`src/rtl/multicycle_controller_if.sv`:
```
// Control bundle between the multicycle controller and the multicycle datapath.
// Carries the opcode, flag and memory handshake inputs, and all mux selects and strobes.
// The master modport is the controller side. The slave modport is the datapath side.
interface multicycle_controller_if #(
  parameter int CNT_W = 32
);
  logic [6:0]       op;
  logic             zero;
  logic             mem_ready;
  logic             mem_req;
  logic             adr_src;
  logic             ir_write;
  logic             pc_write;
  logic             mem_write;
  logic             reg_write;
  logic [1:0]       result_src;
  logic [1:0]       alu_src_a;
  logic [1:0]       alu_src_b;
  logic [1:0]       alu_op;
  logic [1:0]       imm_src;
  logic [CNT_W-1:0] instret;
  logic             illegal_op;

  modport master (
    input  op, zero, mem_ready,
    output mem_req, adr_src, ir_write, pc_write, mem_write, reg_write,
           result_src, alu_src_a, alu_src_b, alu_op, imm_src, instret, illegal_op
  );

  modport slave (
    output op, zero, mem_ready,
    input  mem_req, adr_src, ir_write, pc_write, mem_write, reg_write,
           result_src, alu_src_a, alu_src_b, alu_op, imm_src, instret, illegal_op
  );
endinterface

```
`src/rtl/multicycle_controller.sv`:
```
// Multicycle RISC-V control FSM (fetch/decode/execute/memory/writeback) with a retired-instruction counter.
// Latency: lw 5, sw/R/I/jal 4, beq 3 cycles. Outputs are registered from the state; ir_write/pc_write also gate on mem_ready/zero.
// Backpressure: FETCH, MEMREAD and MEMWRITE hold until mem_ready. CTRL_ILLEGAL_OP_EN adds a sticky ILLEGAL trap state.
module multicycle_controller #(
  parameter int CNT_W = 32
) (
  input  logic                   clk,
  input  logic                   reset,
  multicycle_controller_if.master bus
);

  localparam logic [6:0] OP_LW  = 7'b0000011;
  localparam logic [6:0] OP_SW  = 7'b0100011;
  localparam logic [6:0] OP_R   = 7'b0110011;
  localparam logic [6:0] OP_I   = 7'b0010011;
  localparam logic [6:0] OP_BEQ = 7'b1100011;
  localparam logic [6:0] OP_JAL = 7'b1101111;

  typedef enum logic [3:0] {
    FETCH, DECODE, MEMADR, MEMREAD, MEMWB, MEMWRITE,
    EXECUTER, EXECUTEI, ALUWB, BEQ, JAL
`ifdef CTRL_ILLEGAL_OP_EN
    , ILLEGAL
`endif
  } state_t;

  typedef struct packed {
    logic       mem_req;
    logic       adr_src;
    logic       ir_en;      // ir_write, qualified by mem_ready
    logic       fetch_pc;   // PC+4 update in FETCH, qualified by mem_ready
    logic       mem_write;
    logic       reg_write;
    logic       pc_update;  // unconditional PC load (jal)
    logic       branch;     // PC load qualified by zero
    logic [1:0] result_src;
    logic [1:0] alu_src_a;
    logic [1:0] alu_src_b;
    logic [1:0] alu_op;
  } ctrl_t;

  // Per-state control word; every field not named stays 0.
  function automatic ctrl_t decode(input state_t s);
    ctrl_t c;
    c = '0;
    case (s)
      FETCH: begin
        c.mem_req = 1'b1; c.ir_en = 1'b1; c.fetch_pc = 1'b1;
        c.alu_src_b = 2'b10; c.result_src = 2'b10;
      end
      DECODE:   begin c.alu_src_a = 2'b01; c.alu_src_b = 2'b01; end
      MEMADR:   begin c.alu_src_a = 2'b10; c.alu_src_b = 2'b01; end
      MEMREAD:  begin c.mem_req = 1'b1; c.adr_src = 1'b1; end
      MEMWB:    begin c.result_src = 2'b01; c.reg_write = 1'b1; end
      MEMWRITE: begin c.mem_req = 1'b1; c.adr_src = 1'b1; c.mem_write = 1'b1; end
      EXECUTER: begin c.alu_src_a = 2'b10; c.alu_op = 2'b10; end
      EXECUTEI: begin c.alu_src_a = 2'b10; c.alu_src_b = 2'b01; c.alu_op = 2'b10; end
      ALUWB:    c.reg_write = 1'b1;
      BEQ:      begin c.alu_src_a = 2'b10; c.alu_op = 2'b01; c.branch = 1'b1; end
      JAL:      begin c.alu_src_a = 2'b01; c.alu_src_b = 2'b10; c.pc_update = 1'b1; end
      default:  c = '0;  // ILLEGAL: everything low
    endcase
    return c;
  endfunction

  state_t           state_q, state_nxt;
  ctrl_t            ctrl_q;
  logic             retire;
  logic [CNT_W-1:0] instret_q;

  // Next state and retirement detection from the current state, opcode and memory handshake.
  always_comb begin
    state_nxt = state_q;
    retire    = 1'b0;
    case (state_q)
      FETCH:  if (bus.mem_ready) state_nxt = DECODE;
      DECODE: begin
        case (bus.op)
          OP_LW, OP_SW: state_nxt = MEMADR;
          OP_R:         state_nxt = EXECUTER;
          OP_I:         state_nxt = EXECUTEI;
          OP_BEQ:       state_nxt = BEQ;
          OP_JAL:       state_nxt = JAL;
`ifdef CTRL_ILLEGAL_OP_EN
          default:      state_nxt = ILLEGAL;
`else
          default:      state_nxt = FETCH;  // no-op, not counted as retired
`endif
        endcase
      end
      MEMADR:   state_nxt = (bus.op == OP_SW) ? MEMWRITE : MEMREAD;
      MEMREAD:  if (bus.mem_ready) state_nxt = MEMWB;
      MEMWRITE: if (bus.mem_ready) begin state_nxt = FETCH; retire = 1'b1; end
      MEMWB, ALUWB, BEQ: begin state_nxt = FETCH; retire = 1'b1; end
      EXECUTER, EXECUTEI, JAL: state_nxt = ALUWB;
      default:  state_nxt = state_q;  // ILLEGAL holds until reset
    endcase
  end

  // State register, registered control word, retired counter and sticky illegal flag.
`ifdef CTRL_ILLEGAL_OP_EN
  logic illegal_q;
`endif
  always_ff @(posedge clk) begin
    if (reset) begin
      state_q   <= FETCH;
      ctrl_q    <= decode(FETCH);
      instret_q <= '0;
`ifdef CTRL_ILLEGAL_OP_EN
      illegal_q <= 1'b0;
`endif
    end else begin
      state_q <= state_nxt;
      ctrl_q  <= decode(state_nxt);
      if (retire) instret_q <= instret_q + {{(CNT_W-1){1'b0}}, 1'b1};
`ifdef CTRL_ILLEGAL_OP_EN
      if (state_nxt == ILLEGAL) illegal_q <= 1'b1;
`endif
    end
  end

`ifdef CTRL_ILLEGAL_OP_EN
  assign bus.illegal_op = illegal_q;
`else
  assign bus.illegal_op = 1'b0;
`endif

  // Strobes are forced low during reset so an aborted instruction commits nothing.
  assign bus.mem_req    = ctrl_q.mem_req   & ~reset;
  assign bus.mem_write  = ctrl_q.mem_write & ~reset;
  assign bus.reg_write  = ctrl_q.reg_write & ~reset;
  assign bus.ir_write   = ctrl_q.ir_en & bus.mem_ready & ~reset;
  assign bus.pc_write   = ~reset & ((ctrl_q.fetch_pc & bus.mem_ready) | ctrl_q.pc_update
                                    | (ctrl_q.branch & bus.zero));
  assign bus.adr_src    = ctrl_q.adr_src;
  assign bus.result_src = ctrl_q.result_src;
  assign bus.alu_src_a  = ctrl_q.alu_src_a;
  assign bus.alu_src_b  = ctrl_q.alu_src_b;
  assign bus.alu_op     = ctrl_q.alu_op;
  assign bus.instret    = instret_q;

  // Immediate format straight from the opcode.
  always_comb begin
    case (bus.op)
      OP_SW:   bus.imm_src = 2'b01;
      OP_BEQ:  bus.imm_src = 2'b10;
      OP_JAL:  bus.imm_src = 2'b11;
      default: bus.imm_src = 2'b00;
    endcase
  end

endmodule

```
`src/flat_wrapper.sv`:
```
// flat-port wrapper written by rule: the top's interface ports become plain ports
module multicycle_controller_flat 
#(
  parameter int CNT_W = 32
)
  (clk, reset, bus_op, bus_zero, bus_mem_ready, bus_mem_req, bus_adr_src, bus_ir_write, bus_pc_write, bus_mem_write, bus_reg_write, bus_result_src, bus_alu_src_a, bus_alu_src_b, bus_alu_op, bus_imm_src, bus_instret, bus_illegal_op);
  multicycle_controller_if #(.CNT_W(CNT_W)) bus_i ();
  input  logic clk;
  input  logic reset;
  input wire logic [$bits(bus_i.op)-1:0] bus_op;
  input wire logic [$bits(bus_i.zero)-1:0] bus_zero;
  input wire logic [$bits(bus_i.mem_ready)-1:0] bus_mem_ready;
  output wire logic [$bits(bus_i.mem_req)-1:0] bus_mem_req;
  output wire logic [$bits(bus_i.adr_src)-1:0] bus_adr_src;
  output wire logic [$bits(bus_i.ir_write)-1:0] bus_ir_write;
  output wire logic [$bits(bus_i.pc_write)-1:0] bus_pc_write;
  output wire logic [$bits(bus_i.mem_write)-1:0] bus_mem_write;
  output wire logic [$bits(bus_i.reg_write)-1:0] bus_reg_write;
  output wire logic [$bits(bus_i.result_src)-1:0] bus_result_src;
  output wire logic [$bits(bus_i.alu_src_a)-1:0] bus_alu_src_a;
  output wire logic [$bits(bus_i.alu_src_b)-1:0] bus_alu_src_b;
  output wire logic [$bits(bus_i.alu_op)-1:0] bus_alu_op;
  output wire logic [$bits(bus_i.imm_src)-1:0] bus_imm_src;
  output wire logic [$bits(bus_i.instret)-1:0] bus_instret;
  output wire logic [$bits(bus_i.illegal_op)-1:0] bus_illegal_op;
  assign bus_i.op = bus_op;
  assign bus_i.zero = bus_zero;
  assign bus_i.mem_ready = bus_mem_ready;
  assign bus_mem_req = bus_i.mem_req;
  assign bus_adr_src = bus_i.adr_src;
  assign bus_ir_write = bus_i.ir_write;
  assign bus_pc_write = bus_i.pc_write;
  assign bus_mem_write = bus_i.mem_write;
  assign bus_reg_write = bus_i.reg_write;
  assign bus_result_src = bus_i.result_src;
  assign bus_alu_src_a = bus_i.alu_src_a;
  assign bus_alu_src_b = bus_i.alu_src_b;
  assign bus_alu_op = bus_i.alu_op;
  assign bus_imm_src = bus_i.imm_src;
  assign bus_instret = bus_i.instret;
  assign bus_illegal_op = bus_i.illegal_op;
  multicycle_controller #(.CNT_W(CNT_W)) u_core (.clk(clk), .reset(reset), .bus(bus_i));
endmodule
```
`config.mk`:
```
export PLATFORM = sky130hd
export DESIGN_NAME = multicycle_controller_flat
export DESIGN_NICKNAME = d
export VERILOG_FILES = /design/src/rtl/multicycle_controller_if.sv /design/src/rtl/multicycle_controller.sv /design/src/flat_wrapper.sv
export SDC_FILE = /design/constraint.sdc
export NUM_CORES = 1
export LEC_CHECK = 0
export CORE_AREA = 2 2 96 98
export CTS_BUF_LIST = sky130_fd_sc_hd__clkbuf_16
export DETAILED_ROUTE_END_ITERATION = 6
export DIE_AREA = 0 0 98 100
export SYNTH_ARGS = -nofsm -noshare
export SYNTH_HDL_FRONTEND = slang
export SYNTH_SLANG_ARGS = --single-unit
export TNS_END_PERCENT = 1
```
`constraint.sdc`:
```
create_clock -name clk -period 2.2 [get_ports clk]
set_input_delay 0.22 -clock clk [delete_from_list [all_inputs] [get_ports clk]]
set_output_delay 0.22 -clock clk [all_outputs]
set_load 0.01 [all_outputs]
```
==> run metrics <==
status finished clean; mapped cell area 2560 um2; Hold Vio Cnt, Final 0; total CTS buffers 5; synth top area cells dfxtp_1, xnor2_1, nor2_1; setup_tns 0 ns; Post-Route WL 5.78 mm; asr flop ratio synth 0%; most used cell, CP clkdlybuf4s50_1; crit-path cells clkdlybuf4s50_1, inv_1, nor2_2, and2_1, o21bai_1, clkdlybuf4s50_1; CTS tree yes; Syn Area/Cell 8.57 um2; placed cell area 3280 um2; Largest delay share family, worst path buffers and inverters; Port Buffer Count 58; Worst R2R Path Depth 6; YS warnings 0; CTS root buf clkbuf_16; antenna violations before repair 0; clk sinks 50; worst r2r src u_core.state_q[1]$_SDFF_PP0_; worst skew pair latency 0.28 ns; chip height 100 um; wire per inst 12.3 um; Layout area overhead 34.5%; drt initial violations 73; Worst-path clk slew 0.06 ns; post-synth top area share 39.1%; Critical Path Stages 6; final setup fails 0; largest net degree at the start of global routing 30; area of the multi-input gates 1370 um2; synthesized flop and latch total 50; GRT busiest layer met2; worst path bufs/invs 3; ANT cells 0; syn_nets 311; Clk network pwr share 44.5%; GPL Wtd Cong 0.789; LEAKAGE 1.14 nW; Total Routing Usage GR 11.8%; register area 1000 um2; grt met3 use 2.02%; Worst Setup SP bus_mem_ready; CTS Buffer Depth 2; filler instances 912; total power 1.88 mW; CP max FO 5; M1 GR Usage 15.2%; post-synthesis cell count 299; slowest stage cell, crit path clkdlybuf4s50_1; count of different cell masters after synthesis 56; Top FF cell, synth dfxtp_1; Sw Ratio 20.0%; Critical Path RT 1.98 ns; Internal Pwr Total 1.50 mW; final critical-path share of the clock period 93.9%; share of cells above drive strength 1 11.7%; Crit Path Category in -> out; final-report max-slew violation count 0; Hold Path Class in -> reg; Residual DRC 0; DIE WIDTH 98 um; worst setup margin 0.134 ns; Yosys top cell by area dfxtp_1; # hold bufs at CTS 0; ANT nets after route 0; Layout Nets 369; drt first pass iters 4; Setup crit end kind primary output; htree depth 2; Max-Cap Viols 0; Vias/cell 4.75; die area 9800 um2; gr ovfl total 0; I/O pins 60; vias in the first global route 2113; switching pwr 377 uW; critical path arrival 1.85 ns; placed wire-length estimate 4.25 mm; RSZ-0062 raised after global routing false; PwrDens 546 nW/um2; met2 Resource Use GR 20.0%; reg2reg end u_core.bus.alu_src_a[1]$_SDFF_PP0_; pre-CTS setup slack -0.0866 ns; post-route cell area 3450 um2; R2R Setup Slk 0.14 ns; clk_skew 0.00615 ns; slowest stage delay, CP 0.56 ns; Post-synth EDFFs 0; Max VDD drop 0.346 mV; fin crit period 2.07 ns; Reg power frac 48.9%; first-pass GRT wire length 9.74 mm; CP Capture Point bus_pc_write; Site Rows 35; total number of vias 2228; Combinational Power Share 6.6%; register area share after synthesis 39.1%; fmax 484 MHz; core area 8890 um2; Startpoint Class primary input; Initial Utilization 28.8%
## sequential cells by signal, summed over array words and instances, names as in the netlist
name	count
u_core.bus.adr_src	1
u_core.bus.alu_op	2
u_core.bus.alu_src_a	2
u_core.bus.alu_src_b	2
u_core.bus.instret	32
u_core.bus.result_src	2
u_core.ctrl_q	5
u_core.state_q	4
## cell families (layout without fill, tap and decap cells)
logic type	after synthesis	in the layout	share of synthesized area, %
AO/OA/AOI/OAI	39	39	11.2
multiplexers	1	1	0.391
adder cells (fa/ha/maj)	1	1	0.488
XOR/XNOR	31	31	10.6
AND/OR/NAND/NOR	138	138	30.5
flip-flops	50	50	39.1
other	1	1	0.146
buffers and inverters	38	97	7.57
## worst reg2reg max path: stages, from the launching register on
cell and delay (ns):
dfxtp_1 0.58, inv_2 0.15, a211o_1 0.28, a22oi_1 0.25, nor2_2 0.08, or4b_1 0.52, a21oi_1 0.14
## cell usage in the layout (no fill, tap or decap), types with 4 or more instances in the layout
| cell type | instances |
|---|---|
| nor2_1 | 41 |
| nand4_1 | 4 |
| buf_4 | 17 |
| a21oi_1 | 9 |
| a21o_1 | 4 |
| o21ai_0 | 10 |
| inv_1 | 14 |
| nor4_1 | 13 |
| or3_1 | 5 |
| nand3_1 | 13 |
| nor3_1 | 9 |
| nand2_1 | 14 |
| nand2b_1 | 7 |
| dfxtp_1 | 50 |
| clkdlybuf4s50_1 | 56 |
| clkbuf_16 | 5 |
| nor2b_1 | 8 |
| xnor2_1 | 28 |
## stage by stage
step	cells	util (%)	hold slack [ns]
after floorplan	299	-	0.310
after global placement	461	36.9	0.484
after detailed placement	461	36.9	0.499
after CTS	469	38.7	0.310
after global routing	469	38.8	0.350
final	469	38.8	0.300
## cells in the mapped netlist (3+ instances only)
cell / count
buf_4: 10
or3_1: 5
nor4_1: 13
nor2b_1: 8
nor4_2: 3
inv_1: 12
a21o_1: 4
and2_1: 3
a21oi_1: 9
nor4b_1: 3
buf_2: 5
xor2_1: 3
nand4_1: 4
xnor2_1: 28
nand3_1: 13
nor2_1: 42
dfxtp_1: 50
nand2_1: 14
nor3_1: 9
nand2b_1: 7
clkbuf_1: 7
o21ai_0: 10
## layout make-up
cell class                 instances  share of cell area (%)
clock inverter                     3                    1.09
tap                              111                    4.03
clock buffer                       5                    3.63
timing repair buffer              76                    21.1
multi-input combinational        211                    39.7
inverter                          13                    1.42
sequential                        50                    29.0
## routing by layer
metal  up-vias  share of wire (%)
met5         -                  0
met2        28                 47
li1       1133                  -
met3         4                2.8
met1      1063                 49
met4         0                1.1
## power groups by stage
stage,Clock [mW],Sequential [mW],Combinational (mW)
after floorplan,0,0.937,0.0732
after global placement,0,0.941,0.122
after detailed placement,0,0.941,0.123
after CTS,0.865,0.920,0.124
after global routing,0.906,0.921,0.134
final,0.837,0.920,0.123
## worst min-delay path by stage
stage                     depth (start not counted)  slack (ns)                            endpoint                                from
after floorplan                                   1        0.31        u_core.state_q[3]$_SDFF_PP0_                               reset
after detailed placement                          2        0.50  u_core.bus.instret[6]$_SDFFE_PP0P_  u_core.bus.instret[6]$_SDFFE_PP0P_
after CTS                                         4        0.31  u_core.bus.alu_src_a[0]$_SDFF_PP0_                               reset
final                                             4        0.30  u_core.bus.alu_src_a[0]$_SDFF_PP0_                               reset
after global routing                              4        0.35  u_core.bus.alu_src_a[0]$_SDFF_PP0_                               reset
after global placement                            2        0.48  u_core.bus.instret[6]$_SDFFE_PP0P_  u_core.bus.instret[6]$_SDFFE_PP0P_
## repair_timing
action / in CTS / in global routing
setup buffers: 0 / 0
setup endpoints to repair: 0 / 2
gates resized for setup: 0 / 2
Power figures use the tool's default switching activity.
